### config.mk
export PLATFORM = sky130hd
export DESIGN_NAME = spi_xfer_ctrl
export DESIGN_NICKNAME = d
export VERILOG_FILES = /design/src/rtl/spi_xfer_ctrl.sv
export SDC_FILE = /design/constraint.sdc
export NUM_CORES = 1
export LEC_CHECK = 0
export CAP_MARGIN = 20
export CORE_ASPECT_RATIO = 1.4
export CORE_MARGIN = 2
export CORE_UTILIZATION = 40
export CTS_CLUSTER_SIZE = 24
export DETAILED_ROUTE_END_ITERATION = 10
export PLACE_DENSITY = 0.58
export SETUP_SLACK_MARGIN = 0.1
export SYNTH_ARGS = -nofsm -noshare
export SYNTH_HDL_FRONTEND = slang
export SYNTH_SLANG_ARGS = --single-unit
### constraint.sdc
create_clock -name clk -period 5.3 [get_ports clk]
set_input_delay 0.795 -clock clk [delete_from_list [all_inputs] [get_ports clk]]
set_output_delay 0.795 -clock clk [all_outputs]
set_load 0.03 [all_outputs]
### src/rtl/spi_xfer_ctrl.sv
// SPI master word-transfer controller: sequences chip select, MOSI/MISO shifting
// and SCLK gating on top of an external baud rate generator's strobe/rise/fall pulses.
module spi_xfer_ctrl #(
    parameter int DATA_W = 8,
    parameter int EDGE_W = 6
) (
    input  logic              clk,
    input  logic              rst,
    input  logic              tx_valid_i,
    input  logic [DATA_W-1:0] tx_data_i,
    output logic              tx_ready_o,
    input  logic              lsb_first_i,
    input  logic              cpha_i,
    input  logic              abort_i,
    output logic              rx_valid_o,
    output logic [DATA_W-1:0] rx_data_o,
    output logic              busy_o,
    output logic              brg_en_o,
    output logic              brg_sclk_en_o,
    input  logic              brg_strobe_i,
    input  logic              brg_rise_i,
    input  logic              brg_fall_i,
    output logic              cs_n_o,
    output logic              mosi_o,
    input  logic              miso_i
);

    typedef enum logic [1:0] {
        ST_IDLE  = 2'd0,
        ST_SETUP = 2'd1,
        ST_XFER  = 2'd2,
        ST_HOLD  = 2'd3
    } state_t;

    localparam logic [EDGE_W-1:0] LAST_EDGE = EDGE_W'(2 * DATA_W - 1);
    localparam logic [EDGE_W-1:0] ZERO_EDGE = EDGE_W'(0);
    localparam logic [EDGE_W-1:0] ONE_EDGE  = EDGE_W'(1);

    function automatic logic first_bit(input logic [DATA_W-1:0] d, input logic lsb);
        return lsb ? d[0] : d[DATA_W-1];
    endfunction

    function automatic logic [DATA_W-1:0] shift_tx(input logic [DATA_W-1:0] d, input logic lsb);
        return lsb ? {1'b0, d[DATA_W-1:1]} : {d[DATA_W-2:0], 1'b0};
    endfunction

    // Receive direction mirrors transmit so the first bit on the wire lands in its own position.
    function automatic logic [DATA_W-1:0] shift_rx(input logic [DATA_W-1:0] d, input logic b,
                                                   input logic lsb);
        return lsb ? {b, d[DATA_W-1:1]} : {d[DATA_W-2:0], b};
    endfunction

    state_t              state_q, state_d;
    logic [DATA_W-1:0]   tx_shift_q, tx_shift_d;
    logic [DATA_W-1:0]   rx_shift_q, rx_shift_d;
    logic [DATA_W-1:0]   rx_data_q, rx_data_d;
    logic [EDGE_W-1:0]   edge_cnt_q, edge_cnt_d;
    logic                cpha_q, cpha_d;
    logic                lsb_q, lsb_d;
    logic                cs_n_q, cs_n_d;
    logic                mosi_q, mosi_d;
    logic                brg_en_q, brg_en_d;
    logic                sclk_en_q, sclk_en_d;
    logic                rx_valid_q, rx_valid_d;
    logic                edge_s;
    logic [DATA_W-1:0]   tx_next_s;

    assign edge_s    = brg_strobe_i && sclk_en_q;
    assign tx_next_s = shift_tx(tx_shift_q, lsb_q);

    // Next-state and output decode; abort outranks the normal sequencing.
    always_comb begin
        state_d    = state_q;
        tx_shift_d = tx_shift_q;
        rx_shift_d = rx_shift_q;
        rx_data_d  = rx_data_q;
        edge_cnt_d = edge_cnt_q;
        cpha_d     = cpha_q;
        lsb_d      = lsb_q;
        cs_n_d     = cs_n_q;
        mosi_d     = mosi_q;
        brg_en_d   = brg_en_q;
        sclk_en_d  = sclk_en_q;
        rx_valid_d = 1'b0;
        if (abort_i && (state_q != ST_IDLE)) begin
            state_d   = ST_IDLE;
            cs_n_d    = 1'b1;
            brg_en_d  = 1'b0;
            sclk_en_d = 1'b0;
            mosi_d    = 1'b0;
        end else begin
            case (state_q)
                ST_IDLE: begin
                    if (tx_valid_i) begin
                        tx_shift_d = tx_data_i;
                        cpha_d     = cpha_i;
                        lsb_d      = lsb_first_i;
                        cs_n_d     = 1'b0;
                        brg_en_d   = 1'b1;
                        mosi_d     = first_bit(tx_data_i, lsb_first_i);
                        state_d    = ST_SETUP;
                    end else begin
                        cs_n_d = 1'b1;
                    end
                end
                ST_SETUP: begin
                    // This strobe is swallowed to give half a period of CS-to-SCLK setup.
                    if (brg_strobe_i) begin
                        sclk_en_d  = 1'b1;
                        edge_cnt_d = ZERO_EDGE;
                        state_d    = ST_XFER;
                    end else begin
                        sclk_en_d = 1'b0;
                    end
                end
                ST_XFER: begin
                    if (edge_s) begin
                        edge_cnt_d = edge_cnt_q + ONE_EDGE;
                        if (brg_rise_i) begin
                            if (!cpha_q) begin
                                rx_shift_d = shift_rx(rx_shift_q, miso_i, lsb_q);
                            end else if (edge_cnt_q != ZERO_EDGE) begin
                                tx_shift_d = tx_next_s;
                                mosi_d     = first_bit(tx_next_s, lsb_q);
                            end else begin
                                mosi_d = mosi_q;
                            end
                        end else if (brg_fall_i) begin
                            if (cpha_q) begin
                                rx_shift_d = shift_rx(rx_shift_q, miso_i, lsb_q);
                            end else if (edge_cnt_q != LAST_EDGE) begin
                                tx_shift_d = tx_next_s;
                                mosi_d     = first_bit(tx_next_s, lsb_q);
                            end else begin
                                mosi_d = mosi_q;
                            end
                        end else begin
                            mosi_d = mosi_q;
                        end
                        if (edge_cnt_q == LAST_EDGE) begin
                            sclk_en_d = 1'b0;
                            state_d   = ST_HOLD;
                        end else begin
                            state_d = ST_XFER;
                        end
                    end else begin
                        state_d = ST_XFER;
                    end
                end
                ST_HOLD: begin
                    if (brg_strobe_i) begin
                        cs_n_d     = 1'b1;
                        brg_en_d   = 1'b0;
                        mosi_d     = 1'b0;
                        rx_data_d  = rx_shift_q;
                        rx_valid_d = 1'b1;
                        state_d    = ST_IDLE;
                    end else begin
                        state_d = ST_HOLD;
                    end
                end
                default: begin
                    state_d   = ST_IDLE;
                    cs_n_d    = 1'b1;
                    brg_en_d  = 1'b0;
                    sclk_en_d = 1'b0;
                end
            endcase
        end
    end

    // State and output registers with synchronous reset.
    always_ff @(posedge clk) begin
        if (rst) begin
            state_q    <= ST_IDLE;
            tx_shift_q <= '0;
            rx_shift_q <= '0;
            rx_data_q  <= '0;
            edge_cnt_q <= ZERO_EDGE;
            cpha_q     <= 1'b0;
            lsb_q      <= 1'b0;
            cs_n_q     <= 1'b1;
            mosi_q     <= 1'b0;
            brg_en_q   <= 1'b0;
            sclk_en_q  <= 1'b0;
            rx_valid_q <= 1'b0;
        end else begin
            state_q    <= state_d;
            tx_shift_q <= tx_shift_d;
            rx_shift_q <= rx_shift_d;
            rx_data_q  <= rx_data_d;
            edge_cnt_q <= edge_cnt_d;
            cpha_q     <= cpha_d;
            lsb_q      <= lsb_d;
            cs_n_q     <= cs_n_d;
            mosi_q     <= mosi_d;
            brg_en_q   <= brg_en_d;
            sclk_en_q  <= sclk_en_d;
            rx_valid_q <= rx_valid_d;
        end
    end

    assign tx_ready_o    = (state_q == ST_IDLE);
    assign busy_o        = (state_q != ST_IDLE);
    assign rx_valid_o    = rx_valid_q;
    assign rx_data_o     = rx_data_q;
    assign brg_en_o      = brg_en_q;
    assign brg_sclk_en_o = sclk_en_q;
    assign cs_n_o        = cs_n_q;
    assign mosi_o        = mosi_q;

endmodule

; ---- Word-level counts from Yosys, hierarchy flattened
; Cells that the tools add are included.
[totals]
regBits = 39
in_bits = 18
output_inout_bits = 15
elab_cells = 99
[op_classes]
addsub = 1
eq_ne = 16
mux = 45
bitwise = 2
reduce_logical = 23
[ops]
columns = cell, n
row1 = $mux 8, 14
row2 = $mux 1, 18
row3 = $reduce_and 9->1, 2
row4 = $pmux 8 s2, 1
row5 = $ne 3x3->1 const B, 5
row6 = $mux 6, 2
row7 = $ne 2x2->1 const B, 6
row8 = $pmux 6 s2, 1
row9 = $reduce_and 3->1, 4
row10 = $reduce_bool 2->1, 6
row11 = $mux 2, 4
row12 = $pmux 2 s4, 1
row13 = $add 6x1->6 const B, 1
row14 = $eq 6x4->1 const B, 1
row15 = $ne 6x4->1 const B, 1
row16 = $pmux 1 s2, 3
row17 = $reduce_and 6->1, 1
row18 = $reduce_bool 6->1, 1
row19 = $eq 2x2->1 const B, 2
row20 = $reduce_and 2->1, 2
row21 = $reduce_and 4->1, 1
row22 = $pmux 1 s3, 1
row23 = $reduce_bool 3->1, 1
row24 = $reduce_or 3->1, 1
row25 = 5 further kinds, 7

; ---- Depth between registers and ports, before layout
; Gate-level depths: netlist (run 1).
[depth]
depth_word = 8
mapped_depth = 8
mapped_depth_nobuf = 6

; ---- Least setup slack after synthesis (run 1)
; No wires, ideal clock.
[synth_timing]
path_type = register to register
startpoint = register state_q[0]
endpoint = register tx_shift_q[0]
setup_time_ps = 121
arrival_ps = 2243
required_ps = 5179
setup_slack_ps = 2935
path_stages_with_launch = 9
n_path_buf = 2
period_less_slack_ps = 2365
cell_sequence = dfxtp_1 -> inv_1 -> ha_1 -> buf_6 -> nor2b_4 -> a41o_1 -> or4_4 -> buf_6 -> mux2_4
[synth_between]
elab_cells_between_ends = 15
cone_classes = eq/ne: 8 / mux: 1 / bitwise: 1 / reduce/logical: 5
[synth_lines]
columns = item, line_no
row1 = from (decl), 53  ; state_t state_q, state_d;
row2 = from (signal assigned), 188  ; state_q <= state_d;
row3 = $logic_not 2->1 *, n/a
row4 = net tx_ready_o, 11  ; output logic tx_ready_o,
row5 = $ne 2x2->1 (no line) / $reduce_bool 2->1 (equally long branches), n/a
row6 = $reduce_and 9->1 (no line), n/a
row7 = to (signal assigned), 189  ; tx_shift_q <= tx_shift_d;
row8 = to (decl), 54  ; logic [DATA_W-1:0] tx_shift_q, tx_shift_d;
; The timed path passes the listed nets; every way through them passes the cells marked *.
; A chain may end at the register's enable or synchronous reset.

; ---- Worst setup path after layout (run 1)
[layout_timing]
startpoint = register state_q[0]
endpoint = output busy_o
[layout_between]
elab_chain_len = 1
[layout_rtl]
columns = item, line_no
row1 = $reduce_bool 2->1, 204  ; assign busy_o = (state_q != ST_IDLE);
row2 = to (decl), 17  ; output logic busy_o,
; Every way passes these cells.

==> results.toml, run 1 <==
[clock_network]
htree_levels = 2
post_cts_buffers = 0
clkTransAtPathRegs_ns = 0.07
cts_root_buf = "clkbuf_8"
insertion_delay_ns = 0.29
cts_num_sinks = 39
clock_path_buffers = 2
cts_resized = 0
hold_buffers = 0
cts_tree = "built"
numCtsBuffers = 5

[yosys]
synth_area_leaders = "dfxtp_1 (37%), mux2i_1 (13%), nand2_1 (7.5%)"
synth_edf_count = 0
yosysWarnings = 0
syn_area_mm2 = 0.002088
yosysMostFrequentCell = "nand2_1"
yosysTopAreaCellShare_pct = 37.39
ys.flop_type = "dfxtp_1"
synth-compound-area-share_pct = 16.06
synthXorXnorAreaFrac_pct = 0
yosysSeqAreaShare_pct = 37.39
yosys.area.top_type = "dfxtp_1"
synthSimpleGateAreaFrac_pct = 21.99
avgSynthCellArea_um2 = 8.420
ys_types = 41
ys_top_cells_by_count = "nand2_1 (42), dfxtp_1 (39), mux2i_1 (27)"
synthMuxAreaShare_pct = 13.66
synth_nets = 275
synth_fa_ha_area_share_pct = 5.392
ys_ff_latch = 39
synth_top_family_by_area = "simple AND/OR/NAND/NOR gates"
syn-instance-count = 248
synthArstFlopShare_pct = 0

[hold_path]
hold_class = "register to register"

[global_route]
grt_pass1_vias = 1694
grt_max_degree = 25
overflow = 0
grt_first_pass_wirelength_mm = 7.955
grtUsageTotal_pct = 17.60
antenna_found_initial = 0

[power]
peakVddDrop_uv = 135.3
seq_power_share_pct = 38.6
netSwitchingFraction_pct = 38.82
cell_internal_pwr_uw = 628.3
switchingPower_uw = 398.6
p_leak_nw = 0.8750
power_frac_clock_pct = 18.7
power_frac_comb_pct = 42.7
p_per_area_mw_per_mm2 = 408.5

[die]
die-width_um = 65.07
ios = 33
fp-row-count = 31
die_h_um = 89.49
initial_utilization_pct = 40.79
die-area_mm2 = 0.005823
core-area_mm2 = 0.005120

[worst_setup_path]
arrival_ns = 1.98
critical_path.endpoint_type = "output port"
cp-start-kind = "register"
cp_max_fo = 10
required_ns = 4.51
crit_type = "register to output port"

[timing]
tns_ns = 0
skew_ns = 0.001779
hold_viol_final = 0
fmax_mhz = 360.7
period_share_pct = 52.31
slew_headroom_pct = 33.96
slew_violations = 0
worst-slew-pin-transition_ns = 0.9874
grt_setup_unrepaired = "no"
setup_violations = 0
fin_crit_ns = 2.773

[routing]
drt_wl_total_mm = 4.800
drc_errors = 0
drt_first_pass_iters = 4
wire_per_inst_um = 13.99
antenna_left = 0
vias_per_cell = 5.219
drt_iter0_markers = 86
vias = 1790

[placed_design]
gp_congestion = 0.8353
numPortBuffers = 32
hpwl_mm = 3.538

[cells_and_area]
final_util_pct = 49.10
nFillCells = 521
fin_nets = 303
drive_gt1_share_pct = 4.332
syn2layout_area_growth_pct = 20.37
n_antenna_cell = 0

[job]
max_cap_violations = 0

[outcome]
status = "finished, final reports clean"
[critical path, stage by stage, from the launching register on]
cell and delay (ns):
dfxtp_1 0.42, inv_1 0.09, ha_1 0.33, inv_1 0.16, clkdlybuf4s50_1 0.68
[state kept, by name, indices dropped and copies added, names as in the netlist]
name           count
cs_n_o             1
lsb_q              1
state_q            2
mosi_o             1
tx_shift_q         8
rx_valid_o         1
cpha_q             1
rx_shift_q         8
edge_cnt_q         6
brg_en_o           1
rx_data_o          8
brg_sclk_en_o      1
[stage by stage]
step           hold slack (ns)  power, mW  area [um^2]  worst slack, ns  cells
6_report                0.4568      1.027         2514            2.527    343
3_3_place_gp            0.4511     0.8383         2432            2.408    335
2_1_floorplan           0.4381     0.7362         2088            2.935    248
3_5_place_dp            0.4501     0.8424         2432            2.378    335
5_1_grt                 0.4774      1.097         2514            2.404    343
4_1_cts                 0.4583      1.039         2514            2.509    343
[power by group through the flow]
stage	Combinational [mW]	Clock, mW	Sequential, mW
after floorplan	0.336	0	0.400
after global placement	0.436	0	0.402
after detailed placement	0.440	0	0.402
after CTS	0.441	0.202	0.395
after global routing	0.484	0.211	0.403
final	0.439	0.192	0.396
[layout make-up]
cell class,instances,area (um^2),area share (%)
Clock buffer,7,76.32,3.036
Clock inverter,1,5.005,0.1991
Inverter,13,48.80,1.941
Multi-Input combinational cell,184,1192,47.44
Sequential cell,39,780.7,31.06
Tap cell,66,82.58,3.285
Timing Repair Buffer,33,327.8,13.04
[worst paths after layout]
check / from / end / slack [ns] / cells after the start
worst max register to register: state_q[0] / tx_shift_q[0] / 2.55 / 6
worst min register to register: rx_data_o[6] / rx_data_o[6] / 0.46 / 2
worst max-delay path: state_q[0] / busy_o / 2.53 / 4
worst min-delay path: rx_data_o[6] / rx_data_o[6] / 0.46 / 2
[layer usage]
layer	track usage, %	wire length (um)	vias up	share of wire (%)
met5	0	0	-	0
met4	6.439	70	0	1.5
met3	2.897	131	6	2.7
met2	30.83	2366	23	49
met1	21.79	2231	836	46
li1	-	-	925	-
[cell families after synthesis]
kind of cell | count (synthesis)
simple gates | 96
mux | 28
compound gates | 51
fa+ha+maj | 9
flops | 39
buf+inv | 25
[layout by cell type (no fill, tap or decap), types with 5 or more instances in the layout]
cell             synthesis  final
a211oi_1                 8      8
a21oi_1                 17     17
clkbuf_8                 0      5
clkdlybuf4s50_1          0     32
dfxtp_1                 39     39
ha_1                     9      9
inv_1                   13     13
mux2i_1                 27     27
nand2_1                 42     42
nand3_1                 11     11
nor2_1                  20     20
o211ai_1                 7      7
o21ai_0                  6      6
(Power assumes the default switching activity.)
==> run 2: changes to the inputs <==
- clock period: 5.3 -> 2.8 ns (I/O delays scaled with it)
==> run 2 against run 1 <==
- sequential share of layout area fell by 0.92 points
- first-iteration DRC count rose by 45%
- utilization rose by 1.5 points
- critical path depth rose by 1
- non-clock buffer count rose by 6
- sequential power rose by 86%
- cell count rose by 1.7%
- register-to-register slack got worse by 2.0 ns
- power rose by 100%
- clock skew rose by 0.0029 ns
- via count rose by 2.5%
==> results.toml, run 2 (synthesis gave the netlist of run 1 again) <==
[cells_and_area]
n_antenna_cell = 0
multi_input_area_mm2 = 0.001192
mostFrequentLayoutCell = "nand2_1"
drive_gt1_share_pct = 7.067
nFillCells = 551
seq_area_um2 = 780.7
syn2layout_area_growth_pct = 24.03
fin_nets = 309
final_cell_mix = "nand2_1 (42), dfxtp_1 (39), clkdlybuf4s50_1 (32)"

[clock_network]
post_cts_buffers = 0
cts_resized = 0
numCtsBuffers = 5
hold_buffers = 0
clkTransAtPathRegs_ns = 0.08
clock_path_buffers = 2
cts_tree = "built"
cts_root_buf = "clkbuf_8"
insertion_delay_ns = 0.29
cts_num_sinks = 39
htree_levels = 2

[routing]
antenna_left = 0
vias_per_cell = 5.258
drt_iter0_markers = 125
wire_per_inst_um = 14.14
drc_errors = 0
vias = 1835
drt_wl_total_mm = 4.936
drt_first_pass_iters = 4

[timing]
skew_ns = 0.004712
grt_setup_unrepaired = "no"
fin_crit_ns = 2.415
fmax_mhz = 414.1
slew_violations = 0
setup_violations = 0
period_share_pct = 86.24
worst-slew-pin-transition_ns = 0.5940
hold_viol_final = 0
tns_ns = 0
slew_headroom_pct = 60.25

[power]
switchingPower_uw = 787.3
peakVddDrop_uv = 357.8
cell_internal_pwr_mw = 1.299
power_frac_clock_pct = 23.2
p_per_area_mw_per_mm2 = 805.4
p_leak_nw = 0.9199
seq_power_share_pct = 35.4
netSwitchingFraction_pct = 37.74
finalPower_mw = 2.086
power_frac_comb_pct = 41.4

[die]
die_h_um = 89.49
die-area_mm2 = 0.005823
initial_utilization_pct = 40.79
core-area_mm2 = 0.005120
die-width_um = 65.07
fp-row-count = 31
ios = 33

[global_route]
grt_max_degree = 24
overflow = 0
grtUsageTotal_pct = 18.85
antenna_found_initial = 0
grt_pass1_vias = 1795
grt_first_pass_wirelength_mm = 8.390

[worst_setup_path]
rr_startpoint = "state_q[0]"
path_common_cell = "inv_1"
cp-startpoint = "state_q[0]"
crit_type = "register to output port"
worstPathCellList = "inv_1, ha_1, buf_4, inv_1, clkdlybuf4s50_1"
required_ns = 2.38
max_stage_delay_ns = 0.68
rrSetupSlack_ns = 0.58
critical_path.endpoint_type = "output port"
cp_max_fo = 9
cp_slowest_cell = "clkdlybuf4s50_1"
arrival_ns = 1.99
cp-start-kind = "register"

[hold_path]
hold_class = "register to register"
hold_start = "rx_data_o[4]"

[placed_design]
gp_congestion = 0.8232
numPortBuffers = 32
hpwl_mm = 3.599

[job]
max_cap_violations = 0

[outcome]
status = "finished, final reports clean"
==> run 2: cell types whose count changed in the layout (fill, tap and decap cells not counted), sizes merged <==
cell,before,now
clkinv,1,2
bufinv,0,1
clkbuf,7,5
buf,1,7
==> run 2: routing by layer <==
metal  global-route usage, %  vias to the layer above  share of wire, %
met5                       0                        -                 0
met4                   8.144                        0               1.8
met3                   3.904                        7               3.5
met2                   32.43                       27                50
met1                   22.83                      863                45
li1                        -                      938                 -
==> run 2: power groups by stage <==
stage / clock network (mW) / registers, mW / logic [mW]
2_1_floorplan: 0 / 0.757 / 0.636
3_3_place_gp: 0 / 0.752 / 0.868
3_5_place_dp: 0 / 0.751 / 0.871
4_1_cts: 0.491 / 0.739 / 0.873
5_1_grt: 0.508 / 0.754 / 0.967
6_report: 0.484 / 0.738 / 0.864
==> run 2: cell type report <==
| class | count | area share, % |
|---|---|---|
| Tap cell | 66 | 3.188 |
| Clock inverter | 3 | 1.691 |
| Sequential cell | 39 | 30.14 |
| Clock buffer | 5 | 2.657 |
| Inverter | 13 | 1.884 |
| Multi-Input combinational cell | 184 | 46.04 |
| Timing Repair Buffer | 39 | 14.40 |
==> run 2: worst paths after layout <==
kind	to	cells past startpoint
worst max-delay path	busy_o	5
worst min-delay path	rx_data_o[4]	2
worst max register to register	tx_shift_q[0]	6
worst min register to register	rx_data_o[4]	2
==> run 2: critical path: cells and delay by family, from the launching register on <==
family	cells	cell delay, ns
DFF	1	0.43
adders and majority gates	1	0.23
buffers and inverters	4	1.04
==> run 2: per-stage QoR <==
step	hold WS (ns)	worst slack, ns	std cells	area (um^2)	util (%)
5_1_grt	0.4759	0.2875	349	2590	50.59
3_3_place_gp	0.4465	0.2983	341	2477	48.39
2_1_floorplan	0.4381	0.4353	248	2088	-
3_5_place_dp	0.4481	0.2840	341	2477	48.39
6_report	0.4588	0.3853	349	2590	50.59
4_1_cts	0.4624	0.3758	349	2590	50.59
